`config.mk`:
```
export PLATFORM = sky130hd
export DESIGN_NAME = audio_packer
export DESIGN_NICKNAME = d
export VERILOG_FILES = /design/src/rtl/audio_pkg.sv /design/src/rtl/audio_packer.sv
export SDC_FILE = /design/constraint.sdc
export NUM_CORES = 1
export LEC_CHECK = 0
export ABC_CLOCK_PERIOD_IN_PS = 7800
export CORE_MARGIN = 2
export CORE_UTILIZATION = 56
export DETAILED_ROUTE_END_ITERATION = 16
export PLACE_DENSITY = 0.82
export SYNTH_ARGS = -nofsm -noshare
export SYNTH_HDL_FRONTEND = slang
export SYNTH_SLANG_ARGS = --single-unit
```
`constraint.sdc`:
```
create_clock -name clk_i -period 7.8 [get_ports clk_i]
set_input_delay 1.95 -clock clk_i [delete_from_list [all_inputs] [get_ports clk_i]]
set_output_delay 1.95 -clock clk_i [all_outputs]
set_load 0.005 [all_outputs]
```
`src/rtl/audio_pkg.sv`:
```
// audio_pkg: shared audio sample/word types and packing constants.
package audio_pkg;
    typedef logic [7:0]  audio_sample_t;
    typedef logic [31:0] audio_word_t;
    localparam audio_sample_t AUDIO_SILENCE = 8'h80;
    localparam int AUDIO_LANES = 4;
endpackage

```
`src/rtl/audio_packer.sv`:
```
// audio_packer: packs 8-bit samples into 32-bit little-endian words behind a one-deep
// valid/ready output slot, with silence padding of partial words on flush.
module audio_packer
    import audio_pkg::*;
#(
    parameter audio_sample_t PAD_BYTE = AUDIO_SILENCE
) (
    input  logic        clk_i,
    input  logic        reset_i,
    input  logic        sample_valid_i,
    input  logic [7:0]  sample_i,
    output logic        sample_ready_o,
    input  logic        flush_i,
    output logic        word_valid_o,
    output logic [31:0] word_data_o,
    input  logic        word_ready_i,
    output logic [1:0]  byte_sel_o,
    output logic [15:0] word_count_o
);
    logic [1:0]  idx_q, idx_d;
    logic [23:0] acc_q, acc_d;
    audio_word_t word_q, word_d;
    logic        wv_q, wv_d, fp_q, fp_d;
    logic [15:0] cnt_q, cnt_d;
    logic        slot_free, accept, eff_flush, full, flush_act, load;
    logic [2:0]  fill;
    audio_word_t cur, pad_word;

    assign slot_free      = !wv_q || word_ready_i;
    assign sample_ready_o = !fp_q && (idx_q != 2'd3 || slot_free);
    assign accept         = sample_valid_i && sample_ready_o;
    assign eff_flush      = flush_i || fp_q;
    assign fill           = {1'b0, idx_q} + {2'b00, accept};
    assign full           = accept && idx_q == 2'd3;
    assign flush_act      = eff_flush && !full && fill != 3'd0;
    // A completed word always has a free slot, since accepting at lane 3 requires it.
    assign load           = full || (flush_act && slot_free);

    // Lanes holding the accepted byte in place; unfilled lanes become padding, so a full word needs none.
    always_comb begin
        cur = {8'h00, acc_q};
        if (accept) cur[idx_q*8 +: 8] = sample_i;
        pad_word = '0;
        for (int k = 0; k < AUDIO_LANES; k++)
            pad_word[k*8 +: 8] = (3'(k) < fill) ? cur[k*8 +: 8] : PAD_BYTE;
    end

    always_comb begin
        idx_d  = load ? 2'd0 : (accept ? idx_q + 2'd1 : idx_q);
        acc_d  = load ? 24'h0 : (accept ? cur[23:0] : acc_q);
        word_d = load ? pad_word : word_q;
        wv_d   = load || (wv_q && !word_ready_i);
        fp_d   = flush_act && !slot_free;
        cnt_d  = (wv_q && word_ready_i) ? cnt_q + 16'd1 : cnt_q;
    end

    always_ff @(posedge clk_i or posedge reset_i) begin
        if (reset_i) begin
            idx_q  <= '0;
            acc_q  <= '0;
            word_q <= '0;
            wv_q   <= 1'b0;
            fp_q   <= 1'b0;
            cnt_q  <= '0;
        end else begin
            idx_q  <= idx_d;
            acc_q  <= acc_d;
            word_q <= word_d;
            wv_q   <= wv_d;
            fp_q   <= fp_d;
            cnt_q  <= cnt_d;
        end
    end

    assign word_valid_o = wv_q;
    assign word_data_o  = word_q;
    assign byte_sel_o   = idx_q;
    assign word_count_o = cnt_q;
endmodule

```
==> summary.txt <==
Outcome: completed
Pre-Repair DR Iteration Count: 4
Slew HR: 37.3%
Pwr dens: 305 nW/um2
Max-cap violation count: 0
Worst reg2reg path startpoint: byte_sel_o[0]
First-pass GRT wire length: 13600 um
Grt met2 use: 38.4%
Worst Path Max Fanout: 6
Max VDD drop: 0.205 mV
Final nets: 405
Die Area: 7080 um2
Fraction of registers with async set/reset: 100%
Area leader, netlist: dfrtp_1
FF-to-FF setup slack: 4.32 ns
Routed WL: 8190 um
Share of the synthesized area in the top cell type: 52.9%
CP endpoint kind: primary output
Crit path kind: in -> out
DRT iter0 DRCs: 199
FF-to-FF path depth: 10
Hold path start: word_data_o[18]
Met1 Usage GRT: 33.9%
Mean post-synth cell area: 11.5 um2
Post-synth top flop: dfrtp_1
Share of layout cells above drive strength 1: 9.04%
Min-Delay Path Class: reg -> reg
Post-CTS setup buffer count: 0
Port bufs: 64
Crit path launch type: primary input
CTS HTree Levels: 3
Fin cells: 464
Area grow syn2layout: 25.9%
Routed vias/inst: 5.73
Count leader, synth: dfrtp_1
Fin crit share: 68.3%
Worst Tran Pin Value: 0.940 ns
Synthesized Nets: 335
Vert. Die Dim: 84.1 um
Initial antenna violation count: 0
Global route total overflow: 0
Worst Hold Depth: 2
Final-report setup violation count: 0
Clock Path Buffers: 2
Yosys reg bits: 76
Final Slew Violations: 0
Placed cell count: 448
Hold Vio Cnt, Final: 0
Worst EP required: 5.85 ns
Die Width: 84.1 um
Setup TNS: 0 ns
Hold EP: word_data_o[18]
Largest net degree at the start of global routing: 77
Later-pin clock latency in the skew report: 0.34 ns
Fmax: 188 MHz
Synthesis Warnings: 0
Most frequent cells after synthesis: dfrtp_1, a22o_1, nand2_1
Overall Global Routing Usage: 24.5%
RSZ-0062 raised after global routing: false
Clk_skew: 0.00864 ns
Setup WS pre-CTS: 2.47 ns
# IOs: 65
Core area: 6280 um2
Num Clock Sinks: 76
Sequential area share after synthesis: 52.9%
Wirelength per Cell: 17.6 um
Post-synth EDFFs: 0
Cell area after synthesis: 3600 um2
Detailed-route via count: 2658
CTS tree: built
GPL Wtd Cong: 0.911
Clock slew at reported path FFs: 0.08 ns
Global-route layer with the greatest usage: met2
Number of global-route vias before repair: 2678
Worst Slack Setup Final: 2.47 ns
Post-layout minimum cycle time: 5.33 ns
Initial Utilization: 57.3%
CP arrival: 3.38 ns
RR Endpoint: word_data_o[7]
Ant diodes: 0
Remaining DRCs: 0
Yosys cell types: 42
CTS Buf Count: 9
Synth Instances: 312
Post_cts resized: 0
Post-DP HPWL: 5540 um
DRT antenna net count: 0
Tot Pwr: 1.38 mW
Post-cts hold buffer count: 0
Area contributors post-synth: dfrtp_1, a22o_1, mux2i_1
Root buffer cell: clkbuf_8
Met3 Usage GRT: 3.54%
Rows: 29
Pleak: 2.00 nW
worst max-delay path, stage by stage:
cell and delay (ns):
clkdlybuf4s50_1 0.55, and3b_2 0.28, nor2_1 0.10, clkdlybuf4s50_1 0.50
through the flow:
step / cell area (um2) / utilization [%] / hold slack, ns
floorplan: 3600 / - / 0.465
global placement: 4310 / 68.6 / 0.460
detailed placement: 4310 / 68.6 / 0.471
CTS: 4530 / 72.2 / 0.489
global route: 4530 / 72.2 / 0.499
finish: 4530 / 72.2 / 0.481
layout by cell type, fill, tap and decap left out, types with 3 or more instances in the layout:
cell type and n:
and3_1 4, and2_1 14, nor2_2 3, clkbuf_8 10, nand2b_1 3, xnor2_1 10, nand2_1 28, o32a_1 3
clkdlybuf4s50_1 64, nand3_1 11, a21oi_4 3, nand4_1 4, mux2i_1 21, o21ai_0 15, ha_1 10, a22o_1 38
inv_1 14, nor3b_1 3, buf_4 3, nor2b_1 3, nor2_1 12, dfrtp_1 76, xor2_1 5
routing by layer:
| layer | up-vias | wire (um) |
|---|---|---|
| met3 | 20 | 455 |
| li1 | 1257 | - |
| met2 | 81 | 3880 |
| met4 | 0 | 238 |
| met1 | 1300 | 3620 |
| met5 | - | 0 |
power breakdown:
| group | total (mW) | switching [mW] | leakage, nW | internal [mW] |
|---|---|---|---|---|
| clock | 0.335 | 0.146 | 0.116 | 0.189 |
| sequential | 0.518 | 0.0611 | 1.03 | 0.457 |
| combinational | 0.528 | 0.294 | 0.852 | 0.235 |
cell families (layout without fill, tap and decap cells):
| kind of cell | count (synthesis) | count (layout) | share of synthesized area (%) |
|---|---|---|---|
| flops | 76 | 76 | 52.9 |
| compound gates | 69 | 69 | 15.7 |
| simple gates | 97 | 97 | 15.1 |
| xor+xnor | 15 | 15 | 3.65 |
| mux | 22 | 22 | 6.16 |
| fa+ha+maj | 10 | 10 | 3.48 |
| buf+inv | 23 | 98 | 3.10 |
registers in the layout (all words and copies together) (netlist names):
name and count:
fp_q 1, word_data_o 32, word_valid_o 1, word_count_o 16, byte_sel_o 2, acc_q 24
worst max-delay path by stage:
stage	startpoint	endpoint	depth (start not counted)
3_5_place_dp	word_ready_i	sample_ready_o	4
3_3_place_gp	word_ready_i	sample_ready_o	4
6_report	word_ready_i	sample_ready_o	4
2_1_floorplan	word_ready_i	sample_ready_o	2
5_1_grt	word_ready_i	sample_ready_o	4
4_1_cts	word_ready_i	sample_ready_o	4
final cells by class:
type,instances,area [um2]
well taps,77,96.3
repair buffers,67,663
clock inverters,6,87.6
multi-input cells,213,1590
inverters,15,56.3
flip-flops and latches,76,1900
clock buffers,10,138
fillers,476,1750
No activity file was read; power rests on OpenSTA's default activity.
